$ cat config.mk
export PLATFORM = sky130hd
export DESIGN_NAME = tick_irq_source
export DESIGN_NICKNAME = d
export VERILOG_FILES = /design/src/rtl/tick_irq_source.sv
export SDC_FILE = /design/constraint.sdc
export NUM_CORES = 1
export LEC_CHECK = 0
export CAP_MARGIN = 20
export CORE_ASPECT_RATIO = 1.75
export CORE_UTILIZATION = 45
export CTS_CLUSTER_SIZE = 8
export DETAILED_ROUTE_END_ITERATION = 10
export PLACE_DENSITY = 0.7
export SLEW_MARGIN = 20
export SYNTH_ARGS = -nofsm -noshare
export SYNTH_HDL_FRONTEND = slang
export SYNTH_SLANG_ARGS = --single-unit
$ cat constraint.sdc
create_clock -name pclk -period 4.8 [get_ports pclk]
set_input_delay 0.96 -clock pclk [delete_from_list [all_inputs] [get_ports pclk]]
set_output_delay 0.96 -clock pclk [all_outputs]
set_load 0.01 [all_outputs]
$ cat src/rtl/tick_irq_source.sv
// tick_irq_source: APB-programmable interrupt source counting rising edges
// of four asynchronous slow ticks; raises pending bits and masked irqs.
//
// Ports:
//   pclk, preset_n      clock, synchronous active-low reset
//   psel/penable/pwrite APB control; paddr byte address, pwdata write data
//   prdata              combinational read data
//   pready              always 1 (no wait states)
//   pslverr             error on access to paddr[7:4] != 0
//   tick_in[3:0]        asynchronous tick sources
//   irq[3:0], irq_any   registered interrupt requests
module tick_irq_source #(
   parameter int NCH = 4,
   parameter int CW  = 8
) (
   input  logic              pclk,
   input  logic              preset_n,
   input  logic              psel,
   input  logic              penable,
   input  logic              pwrite,
   input  logic [7:0]        paddr,
   input  logic [31:0]       pwdata,
   output logic [31:0]       prdata,
   output logic              pready,
   output logic              pslverr,
   input  logic [NCH-1:0]    tick_in,
   output logic [NCH-1:0]    irq,
   output logic              irq_any
);

   localparam logic [1:0] A_CTRL = 2'd0;
   localparam logic [1:0] A_PEND = 2'd1;
   localparam logic [1:0] A_CMP  = 2'd2;
   localparam logic [1:0] A_CNT  = 2'd3;

   logic [NCH-1:0] r_en;
   logic [NCH-1:0] r_ie;
   logic [NCH-1:0] r_pend;
   logic [CW-1:0]  r_cmp [NCH];
   logic [CW-1:0]  r_cnt [NCH];
   logic [NCH-1:0] r_s1;
   logic [NCH-1:0] r_s2;
   logic [NCH-1:0] r_s3;
   logic [NCH-1:0] r_irq;
   logic           r_irq_any;

   logic           w_err;
   logic           w_wr;
   logic           w_wr_ctrl;
   logic           w_wr_pend;
   logic           w_wr_cmp;
   logic [NCH-1:0] w_rise;
   logic [NCH-1:0] w_hit;
   logic [NCH-1:0] w_clr;
   logic [31:0]    w_cmp_flat;
   logic [31:0]    w_cnt_flat;
   logic           w_unused_addr;

   // Byte-lane bits of the address carry no meaning here.
   assign w_unused_addr = &{1'b0, paddr[1:0]};

   assign w_err     = (paddr[7:4] != 4'd0);
   assign w_wr      = psel & penable & pwrite & ~w_err;
   assign w_wr_ctrl = w_wr & (paddr[3:2] == A_CTRL);
   assign w_wr_pend = w_wr & (paddr[3:2] == A_PEND);
   assign w_wr_cmp  = w_wr & (paddr[3:2] == A_CMP);

   assign w_rise = r_s2 & ~r_s3;
   assign w_clr  = w_wr_pend ? pwdata[NCH-1:0] : '0;

   // A CMP write restarts every channel, so a rise on that edge is dropped.
   always_comb begin
      w_hit      = '0;
      w_cmp_flat = '0;
      w_cnt_flat = '0;
      for (int i = 0; i < NCH; i++) begin
         w_hit[i] = w_rise[i] & r_en[i] & ~w_wr_cmp
                  & (r_cnt[i] == r_cmp[i]);
         w_cmp_flat[i*CW +: CW] = r_cmp[i];
         w_cnt_flat[i*CW +: CW] = r_cnt[i];
      end
   end

   always_ff @(posedge pclk) begin
      if (!preset_n) begin
         r_en      <= '0;
         r_ie      <= '0;
         r_pend    <= '0;
         r_s1      <= '0;
         r_s2      <= '0;
         r_s3      <= '0;
         r_irq     <= '0;
         r_irq_any <= 1'b0;
         for (int i = 0; i < NCH; i++) begin
            r_cmp[i] <= '0;
            r_cnt[i] <= '0;
         end
      end else begin
         r_s1 <= tick_in;
         r_s2 <= r_s1;
         r_s3 <= r_s2;

         if (w_wr_ctrl) begin
            r_en <= pwdata[NCH-1:0];
            r_ie <= pwdata[2*NCH-1:NCH];
         end

         // New hits override a same-edge write-1-to-clear.
         r_pend <= (r_pend & ~w_clr) | w_hit;

         for (int i = 0; i < NCH; i++) begin
            if (w_wr_cmp)
               r_cmp[i] <= pwdata[i*CW +: CW];
            if (!r_en[i] || w_wr_cmp)
               r_cnt[i] <= '0;
            else if (w_rise[i])
               r_cnt[i] <= (r_cnt[i] == r_cmp[i]) ?
                           '0 : r_cnt[i] + CW'(1);
         end

         r_irq     <= r_pend & r_ie;
         r_irq_any <= |(r_pend & r_ie);
      end
   end

   always_comb begin
      prdata = '0;
      if (psel && !pwrite && !w_err) begin
         unique case (paddr[3:2])
            A_CTRL:  prdata = {{(32-2*NCH){1'b0}}, r_ie, r_en};
            A_PEND:  prdata = {{(32-NCH){1'b0}}, r_pend};
            A_CMP:   prdata = w_cmp_flat;
            A_CNT:   prdata = w_cnt_flat;
            default: prdata = '0;
         endcase
      end
   end

   assign pready  = 1'b1;
   assign pslverr = psel & penable & w_err;
   assign irq     = r_irq;
   assign irq_any = r_irq_any;

endmodule

==> metrics.md, run 1 <==
| Metric | Value |
|---|---|
| Setup violations, final | 0 |
| GPL Wtd Cong | 0.841 |
| Reg2Reg Setup Slack | 2.99 ns |
| Final Max Tran Viols | 0 |
| All-layer global routing usage | 21.0% |
| Crit path launch type | input port |
| Leak | 2.20 nW |
| Class of the worst hold path | flop to flop |
| Worst-Skew Late Latency | 0.34 ns |
| Routed Antenna Nets | 0 |
| RSZ-0062 raised after global routing | no |
| Max-cap violation count | 0 |
| Vias in the first global route | 3,457 |
| CTS Hold Bufs | 0 |
| Max Root-Sink Buffers | 2 |
| Initial Util | 46.4% |
| Drt pass-1 iters | 4 |
| Synth Register Bits | 93 |
| Synth cell types | 35 |
| Worst-path clk slew | 0.07 ns |
| Post-Syn Area | 0.00478 sq mm |
| Die W | 79.9 um |
| Crit path DAT | 3.18 ns |
| Setup Crit Path Kind | input port to output port |
| Worst Path Max Fanout | 24 |
| Top FF cell, synth | edfxtp_1 |
| Most common cell in the netlist | nor2_1 |
| Vias per cell | 5.43 |
| Crit. End Element | output port |
| Die Ht | 138 um |
| Buf/Inv on CP | 3 |
| Crit. path cell count | 6 |
| Skew final | 0.00347 ns |
| CP max-delay cell | nor4_4 |
| Sum Neg Setup Slack | 0 ns |
| Final min period | 4.14 ns |
| CTS buffer count | 9 |
| Total congestion overflow | 0 |
| Leading area contributor after synthesis | edfxtp_1 |
| Seq/Total Area, Yosys | 52.4% |
| Reg2reg start | r_cnt[3][1]$_SDFFCE_PP0P_ |
| Area growth syn-to-layout | 25.1% |
| Maximum number of pins on one net before global-route repair | 66 |
| Final period util | 86.2% |
| Fin util | 58.0% |
| CP Cell Sequence | clkdlybuf4s50_1, nor4_4, nand4b_1, buf_4, nor2_1, clkdlybuf4s50_1 |
| Ys async rst share | 0% |
| Routed WL | 11.0 mm |
| Fillers | 904 |
| Post-route DRC | 0 |
| Post-CTS setup buffers | 0 |
| CP max stage delay | 0.59 ns |
| Initial antenna violation count | 0 |
| CTS resizes | 0 |
| Fmax | 242 MHz |
| CP top delay family | buffers and inverters |
| Syn nets | 478 |
| EDFF count, synth | 64 |
| Most frequent CP cell | clkdlybuf4s50_1 |
| YS warnings | 0 |
| Worst Tran Pin Value | 0.615 ns |
| Largest cells by area after synthesis | edfxtp_1 (40%), dfxtp_1 (12%), xnor2_1 (7.3%) |
| Origin of the worst setup path | paddr[5] |
| Clock Tree Root | clkbuf_16 |
| Power Density | 279 mW/mm^2 |
| Multi-input gate area | 0.00213 sq mm |
| Status | complete, no violations |
| Synth top cells by count | nor2_1 (67), edfxtp_1 (64), and3_1 (43) |
| Syn_area_per_cell | 11.2 sq um |
| R2R depth | 4 |
| Required @ worst endpoint | 3.84 ns |
| IO buf count | 84 |
| # nets final | 559 |
| DR WL/cell | 17.2 um |
| Hold Vio Cnt, Final | 0 |
| Global-route wire length before repair | 17.6 mm |
| Core Box Area | 0.0103 sq mm |
| H-tree lvl count | 3 |
| Diode count | 0 |
| DP HPWL | 7.87 mm |
| Die area | 0.0110 sq mm |
| I/O pin count | 88 |
| Via count | 3,467 |
| Reg2reg end | r_cnt[3][3]$_SDFFCE_PP0P_ |
| Peak VDD IR | 0.221 mV |
| Layout cell share with drive strength beyond 1 | 6.85% |
| Drt first-iter violations | 185 |
| FF/Latch Area | 0.00250 sq mm |
| Worst setup path endpoint | prdata[19] |
| Site Rows | 49 |
| Worst relative slew slack | 58.7% |
| Clock tree from TritonCTS | built |
| CTS sink cnt | 93 |
| Mapped Cells | 425 |
| Share of the synthesized area in the top cell type | 40.2% |
## sequential cells by signal, indices dropped and copies added (netlist names)
| name | flops |
|---|---|
| r_cmp | 32 |
| r_cnt | 32 |
| irq | 4 |
| r_en | 4 |
| r_ie | 4 |
| r_pend | 4 |
| r_s1 | 4 |
| r_s2 | 4 |
| r_s3 | 4 |
| irq_any | 1 |
## placed cells by master, fill, tap and decap left out, types with 5 or more instances in the layout
cell             count
buf_4                6
xnor2_1             40
and2_1              12
nor2_1              67
edfxtp_1            64
nor2b_1             14
dfxtp_1             29
nand3_1             20
and3_1              43
mux2i_1             32
nand4_1              8
nand2_1              7
clkbuf_16            9
nand4b_1             5
a22oi_1              6
xor2_1              16
inv_1                5
clkdlybuf4s50_1     83
## stage by stage
| stage | hold WS, ns | std cells | area (sq um) | worst slack, ns | power [mW] |
|---|---|---|---|---|---|
| after floorplan | 0.412 | 425 | 4780 | 1.82 | 0.954 |
| after CTS | 0.437 | 638 | 5970 | 0.649 | 1.68 |
| after global placement | 0.415 | 622 | 5690 | 0.677 | 1.01 |
| final | 0.434 | 638 | 5970 | 0.664 | 1.67 |
| after global routing | 0.462 | 638 | 5970 | 0.528 | 1.72 |
| after detailed placement | 0.421 | 622 | 5690 | 0.650 | 1.01 |
## cell type report
class | instances | area share [%]
Clock buffer | 10 | 4.00
Sequential cell | 93 | 41.9
Clock inverter | 6 | 0.712
Inverter | 5 | 0.314
Tap cell | 127 | 2.66
Timing Repair Buffer | 90 | 14.7
Multi-Input combinational cell | 307 | 35.7
## cell families after synthesis
| group | count (synthesis) | synth area share, % |
|---|---|---|
| xor+xnor | 56 | 10.3 |
| flops | 93 | 52.4 |
| compound gates | 19 | 2.88 |
| mux | 40 | 9.53 |
| buf+inv | 25 | 2.99 |
| simple gates | 187 | 20.8 |
| other cells | 1 | 0.0785 |
| fa+ha+maj | 4 | 1.05 |
## routing by layer
metal  GRT usage [%]  wire length (um)  up-vias
met2            36.6              5870      109
met5               0                 0        -
met1            24.9              4360     1656
li1                -                 -     1685
met3            4.16               555       17
met4            7.99               188        0
## power breakdown
group / switching (mW) / internal (mW)
Clock: 0.307 / 0.369
Combinational: 0.0479 / 0.0647
Sequential: 0.0121 / 0.869
## worst min path at each step
| stage | cells after the start | to | start |
|---|---|---|---|
| floorplan | 1 | r_s2[0]$_SDFF_PN0_ | r_s1[0]$_SDFF_PN0_ |
| global placement | 1 | r_s2[0]$_SDFF_PN0_ | r_s1[0]$_SDFF_PN0_ |
| detailed placement | 1 | r_s2[0]$_SDFF_PN0_ | r_s1[0]$_SDFF_PN0_ |
| CTS | 1 | r_s2[0]$_SDFF_PN0_ | r_s1[0]$_SDFF_PN0_ |
| global route | 1 | r_s2[0]$_SDFF_PN0_ | r_s1[0]$_SDFF_PN0_ |
| finish | 1 | r_s2[1]$_SDFF_PN0_ | r_s1[1]$_SDFF_PN0_ |
Note: power is estimated with default switching activity, not from simulation.
==> run 2, diff against run 1 <==
SETUP_SLACK_MARGIN = 0.5   (was default)
==> results of run 2 <==
The final DEF is identical to that of run 1; final timing and power are the same.
==> run 3, diff against run 2 <==
GPL_ROUTABILITY_DRIVEN = 1   (was default)
==> results of run 3 <==
The final DEF is identical to that of run 1; final timing and power are the same.
